--- config.mk ---
export PLATFORM = sky130hd
export DESIGN_NAME = instr_issue
export DESIGN_NICKNAME = d
export VERILOG_FILES = /design/src/rtl/tpu_pkg.sv /design/src/rtl/instr_issue.sv
export SDC_FILE = /design/constraint.sdc
export NUM_CORES = 1
export LEC_CHECK = 0
export ABC_AREA = 1
export BUFFER_PORTS_ARGS = -buffer_cell sky130_fd_sc_hd__buf_2
export CORE_MARGIN = 5
export CORE_UTILIZATION = 49
export DETAILED_ROUTE_END_ITERATION = 16
export GPL_TIMING_DRIVEN = 0
export PLACE_DENSITY = 0.8
export SKIP_LAST_GASP = 1
export SYNTH_ARGS = -nofsm -noshare
export SYNTH_HDL_FRONTEND = slang
export SYNTH_SLANG_ARGS = --single-unit
export TNS_END_PERCENT = 10
--- constraint.sdc ---
create_clock -name clk -period 1.65 [get_ports clk]
set_clock_uncertainty 0.1 [all_clocks]
set_input_delay 0.33 -clock clk [delete_from_list [all_inputs] [get_ports clk]]
set_output_delay 0.33 -clock clk [all_outputs]
set_load 0.05 [all_outputs]
--- src/rtl/tpu_pkg.sv ---
// Shared TPU types: the 80-bit instruction word, opcode constants, the
// instruction-issue state encoding and the opcode legality check.
package tpu_pkg;

    typedef struct packed {
        logic [7:0]  op_code;
        logic [71:0] payload;
    } instr_type;

    localparam logic [7:0] OP_NOP         = 8'h00;
    localparam logic [7:0] OP_LOAD_WEIGHT = 8'h08;
    localparam logic [7:0] OP_STORE       = 8'h10;
    localparam logic [7:0] OP_MATMUL      = 8'h20;
    localparam logic [7:0] OP_ACTIVATE    = 8'h30;
    localparam logic [7:0] OP_HALT        = 8'hFE;
    localparam logic [7:0] OP_SYNC        = 8'hFF;

    typedef enum logic [1:0] {
        RUN       = 2'd0,
        SYNC_WAIT = 2'd1,
        HALTED    = 2'd2
    } issue_state_type;

    // True for every opcode the control unit knows how to execute.
    function automatic logic is_legal_op(input logic [7:0] op);
        case (op)
            OP_NOP, OP_LOAD_WEIGHT, OP_STORE, OP_MATMUL,
            OP_ACTIVATE, OP_HALT, OP_SYNC: is_legal_op = 1'b1;
            default:                       is_legal_op = 1'b0;
        endcase
    endfunction

endpackage

--- src/rtl/instr_issue.sv ---
// Instruction issue stage: pops instructions from the head of instr_fifo and
// hands them to the control unit through a one-entry valid/ready register.
// SYNC and HALT are executed here and never forwarded.
// Optional feature: define INSTR_ISSUE_ILLEGAL_CHECK_EN to drop opcodes that
// fail tpu_pkg::is_legal_op() and raise the sticky illegal_op flag.
module instr_issue
    import tpu_pkg::*;
#(
    parameter int CNT_WIDTH = 32
) (
    input  logic                 clk,
    input  logic                 rst,
    input  instr_type            fifo_data,
    input  logic                 fifo_empty,
    output logic                 fifo_next_en,
    output instr_type            instr_out,
    output logic                 instr_valid,
    input  logic                 instr_ready,
    input  logic                 units_busy,
    input  logic                 resume,
    output logic                 halted,
    output logic [CNT_WIDTH-1:0] issued_cnt,
    output logic                 illegal_op
);

    issue_state_type state, next_state;
    logic [7:0]      op;
    logic            slot_free;
    logic            transfer;
    logic            pop;
    logic            load;
`ifdef INSTR_ISSUE_ILLEGAL_CHECK_EN
    logic            drop;
`endif

    assign op        = fifo_data.op_code;
    assign slot_free = !instr_valid || instr_ready;
    assign transfer  = instr_valid && instr_ready;

    // State register.
    // NOTE: sequential state uses non-blocking assignments so every flop samples pre-edge values.
    always_ff @(posedge clk or negedge rst) begin
        if (!rst) state <= RUN;
        else      state <= next_state;
    end

    // Next-state logic: pseudo-ops park the stage until their condition clears.
    // NOTE: every variable gets a default at the top of always_comb so no latch is inferred.
    always_comb begin
        next_state = state;
        case (state)
            RUN: begin
                if (!fifo_empty) begin
                    if (op == OP_SYNC)      next_state = SYNC_WAIT;
                    else if (op == OP_HALT) next_state = HALTED;
                end
            end
            SYNC_WAIT: if (!instr_valid && !units_busy) next_state = RUN;
            HALTED:    if (resume) next_state = RUN;
            default:   next_state = RUN;
        endcase
    end

    // Output logic: decide whether the head is popped and whether it is loaded.
    always_comb begin
        pop  = 1'b0;
        load = 1'b0;
`ifdef INSTR_ISSUE_ILLEGAL_CHECK_EN
        drop = 1'b0;
`endif
        if (state == RUN && !fifo_empty) begin
            if (op == OP_SYNC || op == OP_HALT) begin
                pop = 1'b1;
            end
`ifdef INSTR_ISSUE_ILLEGAL_CHECK_EN
            else if (!is_legal_op(op)) begin
                pop  = 1'b1;
                drop = 1'b1;
            end
`endif
            else if (slot_free) begin
                pop  = 1'b1;
                load = 1'b1;
            end
        end
    end

    // The pop strobe is held low while in reset so the FIFO is never drained then.
    assign fifo_next_en = pop && rst;
    assign halted       = (state == HALTED);

    // Output register and transfer counter; a load in the transfer cycle keeps valid high.
    // NOTE: instr_out is a single register, not a memory, so it is reset along with valid.
    always_ff @(posedge clk or negedge rst) begin
        if (!rst) begin
            instr_out   <= '0;
            instr_valid <= 1'b0;
            issued_cnt  <= '0;
        end else begin
            if (load) begin
                instr_out   <= fifo_data;
                instr_valid <= 1'b1;
            end else if (transfer) begin
                instr_valid <= 1'b0;
            end
            if (transfer) issued_cnt <= issued_cnt + CNT_WIDTH'(1);
        end
    end

`ifdef INSTR_ISSUE_ILLEGAL_CHECK_EN
    // Sticky illegal-opcode flag, cleared only by reset.
    always_ff @(posedge clk or negedge rst) begin
        if (!rst)      illegal_op <= 1'b0;
        else if (drop) illegal_op <= 1'b1;
    end
`else
    assign illegal_op = 1'b0;
`endif

endmodule

==> After elaboration in Yosys (flattened, before gate mapping) <==
Index checks and enable logic that the tools add are counted.
{ "classes": {"addsub": 1, "mul": 0, "div_mod_pow": 0, "magnitude_cmp": 0, "eq_ne": 8, "shift": 0, "mux": 13, "n_bitwise": 0, "n_reduce_logical": 12} }
{ "op_table": {"columns": ["operator", "n"], "rows": [
  ["adder 32 x 1 -> 32 bit, second input constant", 1],
  ["equality test 8 bit, second input constant", 2],
  ["two-way mux 2 bit", 5],
  ["two-way mux 1 bit", 7],
  ["inequality test 2 bit, second input constant", 3],
  ["case mux 2 bit (3 select lines)", 1],
  ["logical AND 1 bit", 4],
  ["AND reduction 4 bit", 1],
  ["logical NOT 1 bit", 3],
  ["inequality test 3 x 1 -> 1 bit, second input constant", 1],
  ["equality test 2 x 1 -> 1 bit, second input constant", 1],
  ["equality test 2 bit, second input constant", 1],
  ["logical NOT 2 bit", 1],
  ["logical OR 1 bit", 2],
  ["nonzero test 2 bit", 1]
]} }
{ "totals": {"regBits": 115, "latch_bits": 0, "ram_bits": 0, "mem_bits_ro": 0, "in_bits": 86, "out_inout_bits": 116, "elab_cells": 39, "n_memories": 0} }

==> Longest topological paths before layout <==
Gate-level depths: netlist of the first run.
{ "logic_depth": {"ltp_word": 6, "mapped_depth": 9} }

==> Least setup slack after synthesis of the first run <==
No wires, ideal clock.
{ "synth_timing": {"kind": "register to output", "start": "register instr_valid", "end": "output port fifo_next_en", "t_arrival_ns": 1.513, "path_slack_ns": -0.293, "path_stages_with_launch": 4, "n_path_buf": 0, "path_cell_list": "dfrtp_1 > inv_1 > nor2_1 > a21oi_1"} }
{ "synth_between": {"elab_chain_cells": 6} }
{ "synth_lines": {"columns": ["item", "line", "rtl"], "rows": [
  ["start: declaration", "instr_issue.sv:17", "output logic instr_valid,"],
  ["start signal: assignment", "instr_issue.sv:97", "instr_valid <= 1'b0;"],
  ["start signal: assignment", "instr_issue.sv:102", "instr_valid <= 1'b1;"],
  ["start signal: assignment", "instr_issue.sv:104", "instr_valid <= 1'b0;"],
  ["logical NOT 1 bit", "instr_issue.sv:37", "assign slot_free = !instr_valid || instr_ready;"],
  ["logical OR 1 bit", "instr_issue.sv:37", null],
  ["two-way mux 1 bit", "instr_issue.sv:81", "else if (slot_free) begin"],
  ["two-way mux 1 bit", "instr_issue.sv:72", "if (op == OP_SYNC || op == OP_HALT) begin"],
  ["two-way mux 1 bit", "instr_issue.sv:71", "if (state == RUN && !fifo_empty) begin"],
  ["logical AND 1 bit", "instr_issue.sv:89", "assign fifo_next_en = pop && rst;"],
  ["end: declaration", "instr_issue.sv:15", "output logic fifo_next_en,"]
]} }
Every way passes these cells.

==> Worst setup path in the final report of the first run <==
{ "layout_timing": {"start": "register state[0]", "end": "output port fifo_next_en"} }
{ "layout_between": {"elab_chain_cells": 4} }
{ "layout_lines": {"columns": ["item", "line", "rtl"], "rows": [
  ["start: declaration", "instr_issue.sv:26", "issue_state_type state, next_state;"],
  ["start signal: assignment", "instr_issue.sv:44", "else state <= next_state;"],
  ["logical NOT 2 bit", "instr_issue.sv:71", null],
  ["logical AND 1 bit", "instr_issue.sv:71", null],
  ["two-way mux 1 bit", "instr_issue.sv:71", null],
  ["logical AND 1 bit", "instr_issue.sv:89", null]
]} }
Every way passes these cells.

==> flow_metrics.env, run 1 <==
export IMPL_status="finished, violations left"
export IMPL_violations="hold timing, setup timing"
export IMPL_synth_area_per_cell_sq_um=8.68
export IMPL_synthSimpleGateAreaFrac_pct=20.5
export IMPL_ys_seq_elements=115
export IMPL_fmax_mhz=519
export IMPL_synth_adder_area_share_pct=0.237
export IMPL_grt_first_pass_wirelength_um=25400
export IMPL_startpoint_type="flop"
export IMPL_synth_compound_area_share_pct=8.90
export IMPL_numPlacedInstances=950
export IMPL_combPwrFrac_pct=30.1
export IMPL_hold_buffers=65
export IMPL_cts_buffers_inserted=17
export IMPL_grt_antenna_before_repair=1
export IMPL_p_per_area_nw_per_um2=1280
export IMPL_clockRootBuffer="clkbuf_8"
export IMPL_cts_sinks=115
export IMPL_synthMuxAreaShare_pct=0
export IMPL_synth_cell_types=29
export IMPL_top_layer_used="met4"
export IMPL_leakage_nw=4.37
export IMPL_core_area_sq_um=10700
export IMPL_critPathCaptureType="output pin"
export IMPL_synth_top_flop_cell="dfrtp_1"
export IMPL_crit_slowest_cell="dfrtp_1"
export IMPL_synthesis_area_sq_um=5280
export IMPL_drt_iter0_markers=299
export IMPL_fin_setup_tns_ns=-0.627
export IMPL_vdd_drop_max_mv=0.811
export IMPL_layout_min_cycle_time_ns=1.93
export IMPL_cts_tree="yes"
export IMPL_finalCritPeriodShare_pct=117
export IMPL_synth_async_sr_flop_share_pct=100
export IMPL_switching_power_mw=3.82
export IMPL_fin_cells=1061
export IMPL_wl_met1_um=6380
export IMPL_ios=202
export IMPL_vias=5040
export IMPL_final_cell_mix="197 x buf_2, 151 x nand2_1, 122 x inv_1"
export IMPL_firstDrtPassIters=4
export IMPL_max_slew_margin_pct=65.6
export IMPL_syn_inst=609
export IMPL_final_common_cell="buf_2"
export IMPL_critPathMaxFanout=2
export IMPL_dieWidth_um=114
export IMPL_hold_ws_ns=-0.324
export IMPL_first_global_vias=5210
export IMPL_hold_path_class="in2async"
export IMPL_drive_above_1_share_pct=32.8
export IMPL_layout_setup_ws_ns=-0.276
export IMPL_cap_viol_max_count=0
export IMPL_cts_reportedPaths_clkPinSlew_ns=0.06
export IMPL_overflow=0
export IMPL_nFillCells=751
export IMPL_wl_met3_um=980
export IMPL_p_seq_share_pct=34.8
export IMPL_crit_type="reg2out"
export IMPL_rsz0062_at_grt="true"
export IMPL_initial_core_util_pct=49.4
export IMPL_finalHoldViolCount=50
export IMPL_wirelength_um=15700
export IMPL_internal_power_mw=6.36
export IMPL_setup_violations=7
export IMPL_vias_per_cell=4.75
export IMPL_synth_warnings=0
export IMPL_synthXorXnorAreaFrac_pct=2.82
export IMPL_synth_nets=696
export IMPL_path_delay_family="flip-flops"
export IMPL_syn_to_final_growth_pct=50.0
export IMPL_routedWlPerCell_um=14.8
export IMPL_clkPwrFrac_pct=35.2
export IMPL_gr_usage_all_layers_pct=24.6
export IMPL_fin_area_sq_um=7920
export IMPL_ys_seq_area_share_pct=54.5
export IMPL_crit_arrival_ns=1.50
export IMPL_finalPower_mw=10.2
export IMPL_synth_edf_count=0
export IMPL_dieArea_sq_um=13000
export IMPL_route_met2_wl_um=7900
export IMPL_gp_congestion=0.880
export IMPL_slew_violations=0
export IMPL_io_buffers=200
export IMPL_finalNetCount=994
export IMPL_ctsHtreeMaxLevel=4
export IMPL_synth_top_family_by_area="simple AND/OR/NAND/NOR gates"
export IMPL_rows=38
export IMPL_grt_max_degree=66
export IMPL_ant_nets=0
export IMPL_crit_chain="inv_2 > nand2_4 > nor2_4 > nand2_1 > a21oi_2 > buf_6"
export IMPL_worst_pin_slew_ns=0.516
export IMPL_insertion_delay_ns=0.49
export IMPL_slowest_delay_ns=0.40
export IMPL_clk_path_buf_depth=2
export IMPL_crit_buf_inv=2
export IMPL_swShare_pct=37.5
export IMPL_drc=0
export IMPL_die_h_um=114
export IMPL_worstPathRequired_ns=1.22
export IMPL_place_area_sq_um=6540
export IMPL_dp_hpwl_um=10100
==> repair_timing <==
action                                 in CTS  in global routing
pin swaps                                   2                  2
endpoints found under the hold margin     115                 50
setup buffers                               7                  6
resized for setup                           8                 13
gates cloned                                2                  0
setup endpoints to repair                  38                116
==> per-layer routing <==
| metal | global-route usage, % | vias to the layer above |
|---|---|---|
| li1 | - | 2470 |
| met1 | 30.2 | 2360 |
| met2 | 42.2 | 176 |
| met3 | 5.46 | 34 |
| met4 | 9.66 | 0 |
| met5 | 0 | - |
==> worst reg2reg max path: cells and delay by family (launching register included) <==
| family | cells | cell delay [ns] |
|---|---|---|
| simple gates | 4 | 0.40 |
| compound gates | 1 | 0.07 |
| flops | 1 | 0.40 |
| buf+inv | 4 | 0.57 |
==> logic make-up after synthesis <==
group	count (synthesis)
and+or+nand+nor	247
DFF	115
adders and majority gates	1
xor gates and xnor gates	17
buffers and inverters	142
AOI/OAI and AO/OA	86
other	1
==> per-stage QoR <==
step	util [%]	worst slack, ns
after floorplan	-	-0.121
after global placement	60.8	-1.76
after detailed placement	61.1	-0.138
after CTS	73.7	-0.290
after global routing	74.1	-0.364
final	74.1	-0.276
==> synth_stat cells (3+ instances only) <==
master,number,area (sq um)
o21ai_1,7,35.0
a21oi_1,3,15.0
nor2_1,35,131
nand4_1,7,43.8
xnor2_1,3,26.3
nor2_4,4,45.0
inv_1,123,462
dfrtp_1,115,2880
nor2_2,3,18.8
xor2_1,14,123
nor3_1,10,50.1
nand3b_1,5,37.5
buf_12,8,160
nand2_2,5,31.3
clkbuf_1,6,22.5
nand2_1,151,567
nand3_1,25,125
o21ai_2,10,87.6
o21ai_0,65,325
==> final cells by class <==
class	instances	area (sq um)	area share, %
flip-flops and latches	115	2890	36.5
multi-input cells	353	1770	22.3
inverters	124	465	5.87
plain buffers	17	220	2.78
well taps	140	175	2.21
repair buffers	279	1820	22.9
diodes	1	2.50	0.0316
clock inverters	13	160	2.02
clock buffers	19	422	5.32
==> power by group through the flow <==
| stage | Combinational [mW] | Clock [mW] | Sequential [mW] |
|---|---|---|---|
| 6_report | 3.06 | 3.58 | 3.54 |
| 5_1_grt | 3.24 | 3.76 | 3.58 |
| 4_1_cts | 3.05 | 3.63 | 3.52 |
| 3_5_place_dp | 2.89 | 0 | 3.56 |
| 3_3_place_gp | 2.83 | 0 | 3.55 |
| 2_1_floorplan | 0.633 | 0 | 4.98 |
==> state kept, by name (all words and copies together), names as in the netlist <==
| register | cells |
|---|---|
| state | 2 |
| instr_out | 80 |
| issued_cnt | 32 |
| instr_valid | 1 |
==> path summary, 6_finish.rpt <==
check	startpoint	endpoint	slack, ns	depth (start not counted)
max	state[0]$_DFFE_PN0P_	fifo_next_en	-0.28	6
min	rst	issued_cnt[13]$_DFFE_PN0P_	-0.32	1
max reg2reg	state[0]$_DFFE_PN0P_	instr_out[34]$_DFFE_PN0P_	0	9
min reg2reg	instr_out[29]$_DFFE_PN0P_	instr_out[29]$_DFFE_PN0P_	0.38	2
max in group asynchronous	rst	issued_cnt[1]$_DFFE_PN0P_	1.09	2
min in group clk	fifo_data[16]	instr_out[16]$_DFFE_PN0P_	0.01	3
Power figures use the tool's default switching activity.
==> inputs of run 2 (changes only) <==
--- a/config.mk
+++ b/config.mk
@@ -6,12 +6,14 @@
 export NUM_CORES = 1
 export LEC_CHECK = 0
 export ABC_AREA = 1
-export BUFFER_PORTS_ARGS = -buffer_cell sky130_fd_sc_hd__buf_2
+export BUFFER_PORTS_ARGS = -buffer_cell sky130_fd_sc_hd__buf_4
+export CELL_PAD_IN_SITES_DETAIL_PLACEMENT = 1
+export CELL_PAD_IN_SITES_GLOBAL_PLACEMENT = 1
 export CORE_MARGIN = 5
-export CORE_UTILIZATION = 49
+export CORE_UTILIZATION = 35
 export DETAILED_ROUTE_END_ITERATION = 16
 export GPL_TIMING_DRIVEN = 0
-export PLACE_DENSITY = 0.8
+export PLACE_DENSITY_LB_ADDON = 0.1
 export SKIP_LAST_GASP = 1
 export SYNTH_ARGS = -nofsm -noshare
 export SYNTH_HDL_FRONTEND = slang
==> flow_metrics.env, run 2 (synthesized netlist as in run 1, its figures left out) <==
export IMPL_status="finished, violations left"
export IMPL_violations="hold timing, setup timing"
export IMPL_clockRootBuffer="clkbuf_16"
export IMPL_firstDrtPassIters=5
export IMPL_switching_power_mw=3.81
export IMPL_ctsHtreeMaxLevel=4
export IMPL_hold_path_class="in2async"
export IMPL_setup_worst_path_end="fifo_next_en"
export IMPL_drc=0
export IMPL_fin_cells=1042
export IMPL_ios=202
export IMPL_fin_area_sq_um=7850
export IMPL_grt_antenna_before_repair=0
export IMPL_overflow=0
export IMPL_dieWidth_um=133
export IMPL_swShare_pct=36.4
export IMPL_gr_usage_all_layers_pct=18.3
export IMPL_top_register="instr_out"
export IMPL_internal_power_mw=6.65
export IMPL_cts_reportedPaths_clkPinSlew_ns=0.05
export IMPL_cts_sinks=115
export IMPL_insertion_delay_ns=0.40
export IMPL_core_area_sq_um=15000
export IMPL_cts_buffers_inserted=17
export IMPL_top_regs="instr_out (80), issued_cnt (32), state (2)"
export IMPL_layout_setup_ws_ns=-0.190
export IMPL_initial_core_util_pct=35.3
export IMPL_cap_viol_max_count=0
export IMPL_syn_to_final_growth_pct=48.6
export IMPL_hold_ws_ns=-0.297
export IMPL_ant_nets=0
export IMPL_drive_above_1_share_pct=35.8
export IMPL_rows=45
export IMPL_crit_type="reg2out"
export IMPL_fmax_mhz=543
export IMPL_regToRegSetupSlack_ns=0.01
export IMPL_clk_path_buf_depth=2
export IMPL_startpoint_type="flop"
export IMPL_io_buffers=200
export IMPL_crit_arrival_ns=1.41
export IMPL_finalNetCount=928
export IMPL_cts_tree="yes"
export IMPL_layout_min_cycle_time_ns=1.84
export IMPL_r2r_cells=9
export IMPL_numPlacedInstances=998
export IMPL_clkPwrFrac_pct=35.1
export IMPL_rr_endpoint="instr_out[11]$_DFFE_PN0P_"
export IMPL_first_global_vias=5256
export IMPL_grt_first_pass_wirelength_um=26000
export IMPL_grt_max_degree=62
export IMPL_finalCritPeriodShare_pct=112
export IMPL_r2r_start="state[1]$_DFFE_PN0P_"
export IMPL_post_place_ws_ns=-0.412
export IMPL_critPathMaxFanout=2
export IMPL_p_seq_share_pct=34.0
export IMPL_dp_hpwl_um=12000
export IMPL_antenna_cells=0
export IMPL_routedWlPerCell_um=15.6
export IMPL_leakage_nw=4.23
export IMPL_die_h_um=133
export IMPL_vias=4805
export IMPL_combPwrFrac_pct=30.9
export IMPL_gp_congestion=0.749
export IMPL_crit_start="state[1]$_DFFE_PN0P_"
export IMPL_wirelength_um=16300
export IMPL_rsz0062_at_grt="true"
export IMPL_final_common_cell="buf_4"
export IMPL_slew_violations=0
export IMPL_critPathCaptureType="output pin"
export IMPL_largest_reg_flops=80
export IMPL_finalHoldViolCount=55
export IMPL_vias_per_cell=4.61
export IMPL_final_cell_mix="208 x buf_4, 149 x nand2_1, 121 x inv_1"
export IMPL_vdd_drop_max_mv=0.747
export IMPL_worstPathRequired_ns=1.22
export IMPL_dieArea_sq_um=17700
export IMPL_drt_iter0_markers=149
export IMPL_place_area_sq_um=7090
export IMPL_setup_violations=2
export IMPL_p_per_area_nw_per_um2=1330
-- run 2: repair_timing --
item / CTS / global route
endpoints found under the hold margin: 55 / 55
pin swaps: 2 / 2
gates cloned: 0 / 3
resized for setup: 4 / 19
endpoints found under the setup margin: 11 / 95
setup buffers: 6 / 4
-- run 2: power groups by stage --
stage	clock, mW	sequential [mW]	combinational [mW]
after floorplan	0	4.98	0.633
after global placement	0	3.58	3.15
after detailed placement	0	3.59	3.22
after CTS	3.75	3.56	3.25
after global routing	3.88	3.62	3.43
final	3.67	3.56	3.24
-- run 2: layout make-up --
| cell class | count | area, sq um |
|---|---|---|
| fill | 1756 | 7130 |
| sequential | 115 | 2900 |
| multi-input combinational | 353 | 1780 |
| timing repair buffer | 212 | 1660 |
| inverter | 124 | 465 |
| clock buffer | 21 | 450 |
| tap | 188 | 235 |
| buffer | 18 | 225 |
| clock inverter | 11 | 135 |
-- run 2: worst max-delay path, cell delays in order (launching register included) --
cell and delay (ns):
dfrtp_1 0.40, inv_2 0.09, nand2_4 0.06, nor2_4 0.10, nand2_2 0.06, a21oi_2 0.12, buf_6 0.18
-- run 2: worst min-delay path by stage --
stage                                         start                   endpoint  slack, ns  cells past startpoint
after global routing                            rst  instr_out[59]$_DFFE_PN0P_      -0.29                      1
final                                           rst  instr_out[34]$_DFFE_PN0P_      -0.30                      1
after CTS                                       rst  instr_out[34]$_DFFE_PN0P_      -0.30                      1
after global placement    instr_out[59]$_DFFE_PN0P_  instr_out[59]$_DFFE_PN0P_       0.37                      2
after floorplan                                 rst   instr_out[0]$_DFFE_PN0P_      -0.07                      0
after detailed placement                        rst  instr_out[34]$_DFFE_PN0P_       0.24                      1
-- run 2: per-layer routing --
layer  GRT usage [%]  vias to the layer above  part of all wire (%)  routed length [um]
li1                -                     2326                     -                   -
met1            20.6                     2326                    40                6570
met2            31.5                      136                    51                8250
met3            8.17                       17                   7.9                1290
met4            4.85                        0                   1.1                 184
met5               0                        -                     0                   0
-- run 2: stage by stage --
step           hold WS [ns]  power [mW]  setup TNS [ns]  utilization (%)
6_report             -0.297        10.5          -0.235             52.4
3_3_place_gp          0.368        6.73          -27.39             47.2
2_1_floorplan       -0.0656        5.61          -0.281                -
4_1_cts              -0.301        10.6          -0.960             51.7
5_1_grt              -0.287        10.9           -5.75             52.4
3_5_place_dp          0.240        6.82           -7.79             47.4
